`src/rtl/uart_fpu_sequencer.sv`:
```
// uart_fpu_sequencer: collects a 9-byte opcode/operand frame from a UART receiver,
// runs one FPU operation and streams the 32-bit result (or an error byte) back out.
module uart_fpu_sequencer #(
    parameter logic [23:0] TIMEOUT_CYCLES = 24'd1_000_000,
    parameter logic [7:0]  ERR_BYTE       = 8'hEE
) (
    input  logic        clk,
    input  logic        reset,
    input  logic [7:0]  rx_data,
    input  logic        rx_busy,
    input  logic        tx_busy,
    output logic [7:0]  tx_data,
    output logic        tx_en,
    output logic [1:0]  fpu_op,
    output logic [31:0] fpu_a,
    output logic [31:0] fpu_b,
    output logic        fpu_start,
    input  logic        fpu_done,
    input  logic [31:0] fpu_result,
    output logic        busy,
    output logic        err
);
    localparam logic [2:0] RX         = 3'd0;
    localparam logic [2:0] CHECK      = 3'd1;
    localparam logic [2:0] START      = 3'd2;
    localparam logic [2:0] WAIT_FPU   = 3'd3;
    localparam logic [2:0] TX_LOAD    = 3'd4;
    localparam logic [2:0] TX_WAIT_HI = 3'd5;
    localparam logic [2:0] TX_WAIT_LO = 3'd6;

    logic [2:0]  state_q, state_d;
    logic [3:0]  cnt_q, cnt_d;
    logic [23:0] idle_q, idle_d;
    logic        rx_busy_d_q;
    logic [71:0] frame_q, frame_d;
    logic [31:0] resp_q, resp_d;
    logic [2:0]  len_q, len_d;
    logic [7:0]  tx_data_q, tx_data_d;
    logic        tx_en_q, tx_en_d;
    logic        err_q, err_d;
    logic [1:0]  fpu_op_q, fpu_op_d;
    logic [31:0] fpu_a_q, fpu_a_d;
    logic [31:0] fpu_b_q, fpu_b_d;
    logic        strobe;

    assign strobe    = rx_busy_d_q & ~rx_busy;
    assign busy      = (state_q != RX) | (cnt_q != 4'd0);
    assign fpu_start = state_q == START;
    assign tx_data   = tx_data_q;
    assign tx_en     = tx_en_q;
    assign err       = err_q;
    assign fpu_op    = fpu_op_q;
    assign fpu_a     = fpu_a_q;
    assign fpu_b     = fpu_b_q;

    always_comb begin
        state_d   = state_q;
        cnt_d     = cnt_q;
        idle_d    = idle_q;
        frame_d   = frame_q;
        resp_d    = resp_q;
        len_d     = len_q;
        tx_data_d = tx_data_q;
        tx_en_d   = 1'b0;
        err_d     = 1'b0;
        fpu_op_d  = fpu_op_q;
        fpu_a_d   = fpu_a_q;
        fpu_b_d   = fpu_b_q;
        case (state_q)
            RX: begin
                // bytes arrive in order, so shifting in is equivalent to indexing by count
                if (strobe) begin
                    frame_d = {frame_q[63:0], rx_data};
                    idle_d  = 24'd0;
                    cnt_d   = (cnt_q == 4'd8) ? 4'd0 : cnt_q + 4'd1;
                    state_d = (cnt_q == 4'd8) ? CHECK : RX;
                end else if (cnt_q != 4'd0) begin
                    if (idle_q == TIMEOUT_CYCLES - 24'd1) begin
                        cnt_d  = 4'd0;
                        idle_d = 24'd0;
                        err_d  = 1'b1;
                    end else begin
                        idle_d = idle_q + 24'd1;
                    end
                end else begin
                    idle_d = 24'd0;
                end
            end
            CHECK: begin
                if (frame_q[71:66] != 6'd0) begin
                    err_d   = 1'b1;
                    resp_d  = {ERR_BYTE, 24'd0};
                    len_d   = 3'd1;
                    state_d = TX_LOAD;
                end else begin
                    fpu_op_d = frame_q[65:64];
                    fpu_a_d  = frame_q[63:32];
                    fpu_b_d  = frame_q[31:0];
                    state_d  = START;
                end
            end
            START: state_d = WAIT_FPU;
            WAIT_FPU: begin
                if (fpu_done) begin
                    resp_d  = fpu_result;
                    len_d   = 3'd4;
                    state_d = TX_LOAD;
                end
            end
            TX_LOAD: begin
                if (!tx_busy) begin
                    tx_data_d = resp_q[31:24];
                    tx_en_d   = 1'b1;
                    resp_d    = {resp_q[23:0], 8'd0};
                    state_d   = TX_WAIT_HI;
                end
            end
            TX_WAIT_HI: state_d = tx_busy ? TX_WAIT_LO : TX_WAIT_HI;
            TX_WAIT_LO: begin
                if (!tx_busy) begin
                    len_d   = len_q - 3'd1;
                    state_d = (len_q == 3'd1) ? RX : TX_LOAD;
                end
            end
            default: state_d = RX;
        endcase
    end

    always_ff @(posedge clk or posedge reset) begin
        if (reset) begin
            state_q     <= RX;
            cnt_q       <= 4'd0;
            idle_q      <= 24'd0;
            rx_busy_d_q <= 1'b0;
            frame_q     <= 72'd0;
            resp_q      <= 32'd0;
            len_q       <= 3'd0;
            tx_data_q   <= 8'd0;
            tx_en_q     <= 1'b0;
            err_q       <= 1'b0;
            fpu_op_q    <= 2'd0;
            fpu_a_q     <= 32'd0;
            fpu_b_q     <= 32'd0;
        end else begin
            state_q     <= state_d;
            cnt_q       <= cnt_d;
            idle_q      <= idle_d;
            rx_busy_d_q <= rx_busy;
            frame_q     <= frame_d;
            resp_q      <= resp_d;
            len_q       <= len_d;
            tx_data_q   <= tx_data_d;
            tx_en_q     <= tx_en_d;
            err_q       <= err_d;
            fpu_op_q    <= fpu_op_d;
            fpu_a_q     <= fpu_a_d;
            fpu_b_q     <= fpu_b_d;
        end
    end
endmodule

```
`config.mk`:
```
export PLATFORM = sky130hd
export DESIGN_NAME = uart_fpu_sequencer
export DESIGN_NICKNAME = d
export VERILOG_FILES = /design/src/rtl/uart_fpu_sequencer.sv
export SDC_FILE = /design/constraint.sdc
export NUM_CORES = 1
export LEC_CHECK = 0
export BUFFER_PORTS_ARGS = -buffer_cell sky130_fd_sc_hd__buf_4
export CAP_MARGIN = 20
export CORE_MARGIN = 2
export CORE_UTILIZATION = 32
export CTS_CLUSTER_SIZE = 25
export DETAILED_ROUTE_END_ITERATION = 10
export GPL_ROUTABILITY_DRIVEN = 0
export PLACE_DENSITY = 0.59
export SLEW_MARGIN = 20
export SYNTH_ARGS = -nofsm -noshare
export SYNTH_HDL_FRONTEND = slang
export SYNTH_SLANG_ARGS = --single-unit
```
`constraint.sdc`:
```
create_clock -name clk -period 6.35 [get_ports clk]
set_clock_uncertainty 0.1 [all_clocks]
set_input_delay 0.9525 -clock clk [delete_from_list [all_inputs] [get_ports clk]]
set_output_delay 0.9525 -clock clk [all_outputs]
set_load 0.03 [all_outputs]
```
==> results of run 1 <==
-- through the flow --
| step | worst slack, ns | hold slack [ns] | total power, µW | util [%] | instances |
|---|---|---|---|---|---|
| 2_1_floorplan | 2.499 | 0.3701 | 3097 | - | 702 |
| 3_3_place_gp | 3.564 | 0.3797 | 3557 | 37.06 | 1171 |
| 3_5_place_dp | 3.542 | 0.3898 | 3590 | 37.06 | 1171 |
| 4_1_cts | 3.059 | 0.3725 | 5125 | 40.23 | 1213 |
| 5_1_grt | 3.011 | 0.3990 | 5368 | 40.23 | 1213 |
| 6_report | 3.150 | 0.3736 | 5044 | 40.23 | 1213 |
-- sequential cells by signal, indices dropped and copies added, names as in the netlist, 2 cells and up --
name,cells
fpu_a,32
frame_q,72
idle_q,24
state_q,3
fpu_op,2
resp_q,32
fpu_b,32
len_q,3
cnt_q,4
tx_data,8
-- worst max-delay path by stage --
stage	startpoint	end	slack, ns	cells after the start
2_1_floorplan	reset	cnt_q[0]	2.50	1
6_report	state_q[1]	busy	3.15	3
5_1_grt	state_q[1]	busy	3.01	3
3_5_place_dp	rx_busy	cnt_q[2]	3.54	7
4_1_cts	state_q[1]	busy	3.06	3
3_3_place_gp	rx_busy	cnt_q[2]	3.56	7
-- Yosys cell counts (6+ instances only) --
master / count / share of area, %
sky130_fd_sc_hd__nor2_1: 50 / 2.1
sky130_fd_sc_hd__clkbuf_1: 25 / 1.1
sky130_fd_sc_hd__inv_1: 20 / 0.84
sky130_fd_sc_hd__nor3b_1: 6 / 0.51
sky130_fd_sc_hd__xor2_1: 9 / 0.89
sky130_fd_sc_hd__nand2_1: 36 / 1.5
sky130_fd_sc_hd__a31oi_1: 6 / 0.42
sky130_fd_sc_hd__a2bb2oi_1: 6 / 0.59
sky130_fd_sc_hd__a22oi_1: 18 / 1.5
sky130_fd_sc_hd__mux2_2: 146 / 18
sky130_fd_sc_hd__nand4_1: 8 / 0.56
sky130_fd_sc_hd__nand3_1: 27 / 1.5
sky130_fd_sc_hd__dfrtp_1: 215 / 60
sky130_fd_sc_hd__o21ai_0: 22 / 1.2
sky130_fd_sc_hd__buf_2: 6 / 0.34
sky130_fd_sc_hd__a21oi_1: 31 / 1.7
-- placed cells by master (no fill, tap or decap), drive strengths merged, types with 18 or more instances in the layout --
| cell | instances |
|---|---|
| a21oi | 32 |
| a22oi | 18 |
| mux2 | 146 |
| dfrtp | 215 |
| nand2 | 36 |
| o21ai | 22 |
| buf | 127 |
| nor2 | 51 |
| nand3 | 28 |
| inv | 20 |
| clkbuf | 34 |
-- per-layer routing --
layer	global-route usage [%]	vias to the layer above	wire [µm]
li1	-	2746	-
met1	17.29	2852	8314
met3	3.840	30	1263
met4	4.274	0	411
met2	21.25	109	8887
met5	0	-	0
-- power groups by stage --
stage          clock, µW  combinational (µW)  sequential [µW]
4_1_cts             1550                1500             2080
6_report            1500                1470             2070
3_3_place_gp           0                1470             2090
3_5_place_dp           0                1490             2100
5_1_grt             1610                1620             2140
2_1_floorplan          0                 855             2240
-- kinds of logic after synthesis --
kind of cell | after synthesis
buf+inv | 56
simple gates | 168
xor+xnor | 10
flops | 215
mux | 148
compound gates | 100
fa+ha+maj | 5
-- cell type report --
class | count | share of cell area, %
Multi-Input combinational cell | 431 | 29.88
Inverter | 20 | 0.7112
Clock buffer | 34 | 6.582
Sequential cell | 215 | 48.54
Tap cell | 378 | 4.267
Clock inverter | 8 | 1.298
Timing Repair Buffer | 127 | 8.715
==> qor_table.md, run 1 <==
| Metric | This run |
|---|---|
| Result of the run | complete, no violations |
| Sequential share of power | 41.0% |
| Final-report max-slew violation count | 0 |
| Cell breakdown of the critical path | nor3_2 -> nand2_1 -> buf_4 |
| Areal power density over the cells | 455.1 nW/µm² |
| Area delta synth->final | 24.60% |
| Core Area | 27550 µm² |
| Wire length of the first global-routing pass | 31.19 mm |
| Maximum count of clock buffers along a single path | 3 |
| Prevailing post-synth register cell | sky130_fd_sc_hd__dfrtp_1 |
| Minimum clock period after layout | 3.200 ns |
| Final antenna diode count | 0 |
| DRC violation count after routing | 0 |
| Count of endpoints failing setup in the final report | 0 |
| Cell chosen for the clock root | sky130_fd_sc_hd__clkbuf_16 |
| End of the worst register-to-register path | idle_q[20] |
| Via total after detailed routing | 5737 |
| Antenna violations before repair | 0 |
| Cell at the slowest stage of the critical path | sky130_fd_sc_hd__nor3_2 |
| Post-Synth Simple-Gate Area | 9.678% |
| Post-cts sizing count | 0 |
| Setup total negative slack | 0 ns |
| Deepest level of the CTS H-tree | 1 |
| Final routed wire length divided by cell count | 15.56 µm |
| Post-synthesis sequential element count | 215 |
| Post-Syn Nets | 752 |
| Standard-cell row count | 61 |
| Width of the chip | 170.7 µm |
| Global router's overall resource usage | 13.25% |
| Portion of netlist area occupied by mux cells | 18.71% |
| Final Routed Wirelength | 18.88 mm |
| Hold violation count in the final report | 0 |
| Comb power frac | 29.2% |
| Hold buffer count at CTS | 0 |
| Synthesized-area fraction occupied by ao, oa, aoi and oai cells | 6.991% |
| Data required time of the worst path | 5.30 ns |
| Maximum number of pins on one net before global-route repair | 131 |
| Distinct cell type count after synthesis | 50 |
| Final period util | 50.40% |
| Post-detail-place hpwl | 12.03 mm |
| Category of cells accounting for the largest share of critical-path delay | simple AND/OR/NAND/NOR gates |
| Maximum resistive drop on vdd | 0.2814 mV |
| Max-Cap Viols | 0 |
| Via count of the first global-routing pass | 5795 |
| Register area share after synthesis | 60.49% |
| Launching element type of the critical path | flip-flop |
| GRT Residual Overflow | 0 |
| Net switching power of the design | 1662 µW |
| Remaining antenna violation count | 0 |
| Setup repair after global routing missed its margin | no |
| Largest family of logic cells by synthesized area | multiplexers |
| Final Instance Area | 11080 µm² |
| Worst endpoint data arrival time | 2.15 ns |
| Length in cells of the worst reg-to-reg path | 5 |
| Layout cells sized above 1 | 38.80% |
| Buffer and inverter count on the worst path | 1 |
| FMAX | 312.5 MHz |
| Top-level I/O count | 123 |
| Num Clock Sinks | 215 |
| Post CTS Setup Buffer Count | 0 |
| Sequential cell area in the final layout | 5380 µm² |
| Adder-cell share of the synthesized area | 0.7033% |
| Final net count | 870 |
| Critical path capture point type | output port |
| Iteration count of the initial detailed-routing pass | 4 |
| Count of input and output buffers | 122 |
| Clock latency at the later pin of the worst-skew pair | 0.51 ns |
| Leakage power | 0.005273 µW |
| Internal Power | 3382 µW |
| Clock transition at the registers of the reported paths | 0.06 ns |
| Slew HR | 30.26% |
| CP Class | flip-flop to output port |
| Netlist Area Pre-Place | 8895 µm² |
| Average cell area after synthesis | 12.67 µm² |
| Post-synthesis async set-or-reset flop share | 100.0% |
| Reg-to-reg startpoint | state_q[1] |
| Number of clock buffers inserted by TritonCTS | 25 |
| Die Height | 170.7 µm |
| Clock share of power | 29.8% |
| Multi-input gate area | 3312 µm² |
| Register-to-register path setup slack | 3.56 ns |
| Slowest stage delay, CP | 0.66 ns |
| Filler Cells Inserted | 2663 |
| EDFF count, synth | 0 |
| Worst min-delay path class | input pin to asynchronous set/reset pin |
| Via-per-instance ratio | 4.730 |
| Switching Fraction | 32.95% |
| CTS tree | done |
| Iteration-0 DRC Markers | 259 |
| Synth warnings | 0 |
| Floorplan die area | 29150 µm² |
| Post-placement cell area | 10210 µm² |
| Worst-margin pin slew | 1.046 ns |
| Number of instances in the synthesized netlist | 702 |
| Initial Util | 32.28% |
| Parity-gate share of the synthesized area counting xor and xnor cells | 0.9847% |
| Maximum fanout encountered on the critical timing path | 13 |
Note: power is estimated with default switching activity, not from simulation.
==> inputs of run 2 (changes only) <==
clock period = 2.7 ns   (was 6.35 ns; I/O delays follow)
==> qor_table.md, run 2 (synthesis results as in run 1) <==
| Metric | This run |
|---|---|
| Clock latency at the later pin of the worst-skew pair | 0.52 ns |
| Num Clock Sinks | 215 |
| Worst min-delay path class | input pin to flip-flop |
| Via count of the first global-routing pass | 5899 |
| Register-to-register path setup slack | 0.34 ns |
| Hold violation count in the final report | 0 |
| Top-level I/O count | 123 |
| Areal power density over the cells | 1077 nW/µm² |
| Worst setup slack after placement | 0.3257 ns |
| Cell chosen for the clock root | sky130_fd_sc_hd__clkbuf_16 |
| Final-layout worst hold slack | 0.01575 ns |
| Via-per-instance ratio | 4.722 |
| Final routed wire length divided by cell count | 15.60 µm |
| Final-report max-slew violation count | 0 |
| Comb power frac | 29.0% |
| Worst endpoint data arrival time | 1.89 ns |
| Global router's overall resource usage | 13.46% |
| Final net count | 898 |
| Flip-flop count of the largest register after layout | 72 |
| Switching Fraction | 32.51% |
| Count of input and output buffers | 122 |
| Post-detail-place hpwl | 12.55 mm |
| Launching element type of the critical path | flip-flop |
| Final period util | 88.74% |
| Maximum number of pins on one net before global-route repair | 71 |
| Sequential share of power | 39.4% |
| CTS tree | done |
| Remaining antenna violation count | 0 |
| Die Height | 170.7 µm |
| Minimum clock period after layout | 2.396 ns |
| Count of endpoints failing setup in the final report | 0 |
| Layout cells sized above 1 | 39.45% |
| Iteration-0 DRC Markers | 316 |
| Data required time of the worst path | 2.19 ns |
| FMAX | 417.4 MHz |
| Antenna violations before repair | 0 |
| Leakage power | 0.005454 µW |
| GRT Residual Overflow | 0 |
| Deepest level of the CTS H-tree | 1 |
| Internal Power | 8337 µW |
| Commonest cells after routing, fill and taps aside | 215 x sky130_fd_sc_hd__dfrtp_1, 146 x sky130_fd_sc_hd__mux2_2, 137 x sky130_fd_sc_hd__buf_4 |
| Width of the chip | 170.7 µm |
| Area delta synth->final | 28.92% |
| Worst-margin pin slew | 0.7349 ns |
| Initial Util | 32.28% |
| Number of clock buffers inserted by TritonCTS | 25 |
| Floorplan die area | 29150 µm² |
| Setup repair after global routing missed its margin | no |
| Setup slack after layout | 0.3041 ns |
| Maximum count of clock buffers along a single path | 3 |
| Final antenna diode count | 0 |
| Register with the most flip-flops | frame_q |
| CP Class | flip-flop to output port |
| Clock transition at the registers of the reported paths | 0.06 ns |
| DRC violation count after routing | 0 |
| Core Area | 27550 µm² |
| Final Routed Wirelength | 19.42 mm |
| Slew HR | 51.01% |
| Max-Cap Viols | 0 |
| Via total after detailed routing | 5879 |
| Maximum resistive drop on vdd | 0.6810 mV |
| Most common library cell in the layout ignoring fill and taps | sky130_fd_sc_hd__dfrtp_1 |
| Standard-cell row count | 61 |
| Maximum fanout encountered on the critical timing path | 5 |
| Post CTS Setup Buffer Count | 0 |
| Net switching power of the design | 4016 µW |
| Result of the run | complete, no violations |
| Wire length of the first global-routing pass | 31.93 mm |
| Clock share of power | 31.6% |
| Iteration count of the initial detailed-routing pass | 4 |
| Critical path capture point type | output port |
-- run 2: changes by cell type in the layout (fill, tap and decap cells not counted), moves of 3 or more --
cell	previous run	this run
sky130_fd_sc_hd__buf_4	126	137
sky130_fd_sc_hd__buf_12	1	5
sky130_fd_sc_hd__dlygate4sd3_1	0	13
sky130_fd_sc_hd__bufinv_16	4	7
-- run 2: final timing paths --
path | startpoint | endpoint | cells past startpoint
worst max-delay path | cnt_q[0] | busy | 5
worst min-delay path | rx_data[3] | frame_q[3] | 2
worst max register to register | idle_q[8] | idle_q[23] | 5
worst min register to register | frame_q[69] | frame_q[69] | 1
max in group asynchronous | reset | fpu_b[1] | 4
min in group asynchronous | reset | frame_q[68] | 3
-- run 2: metrics by stage --
step | area [µm²] | utilization (%) | cells | setup TNS (ns) | total power [µW]
after floorplan | 8899 | - | 702 | -129.68 | 7283
after global placement | 10370 | 37.65 | 1186 | 0 | 8470
after detailed placement | 10370 | 37.65 | 1186 | 0 | 8555
after CTS | 11470 | 41.62 | 1245 | 0 | 12560
after global routing | 11470 | 41.62 | 1245 | 0 | 13120
final | 11470 | 41.62 | 1245 | 0 | 12350
-- run 2: worst max-delay path, stage by stage, from the launching register on --
cell and delay, ns:
sky130_fd_sc_hd__dfrtp_1 0.43, sky130_fd_sc_hd__inv_1 0.10, sky130_fd_sc_hd__ha_1 0.23, sky130_fd_sc_hd__nor3b_1 0.27, sky130_fd_sc_hd__nand2_1 0.15, sky130_fd_sc_hd__buf_4 0.19
-- run 2: layout make-up --
| cell class | instances | area (µm²) |
|---|---|---|
| fill | 2593 | 16090 |
| sequential | 215 | 5380 |
| multi-input combinational | 431 | 3312 |
| timing repair buffer | 155 | 1259 |
| clock buffer | 34 | 719.4 |
| tap | 378 | 473.0 |
| clock inverter | 12 | 245.2 |
| inverter | 20 | 78.83 |
-- run 2: power groups by stage --
stage               clock network [µW]  logic (µW)  registers [µW]
finish                            3900        3580            4870
detailed placement                   0        3610            4940
global route                      4140        3940            5030
global placement                     0        3550            4920
floorplan                            0        2010            5270
CTS                               4020        3640            4900
-- run 2: per-layer routing --
metal  vias to the layer above  part of all wire, %  routed length, µm  global-route usage (%)
met5                         -                    0                  0                       0
met1                      2942                   44               8564                   17.70
li1                       2799                    -                  -                       -
met2                       108                   47               9116                   21.18
met3                        30                  6.6               1273                   4.395
met4                         0                  2.4                469                   3.976
-- run 2: what timing repair did --
action                                  4_1_cts  5_1_grt
endpoints found under the setup margin        0        0
hold endpoints to repair                     19        0
gates resized for setup                       0        0
hold buffers                                 13        0
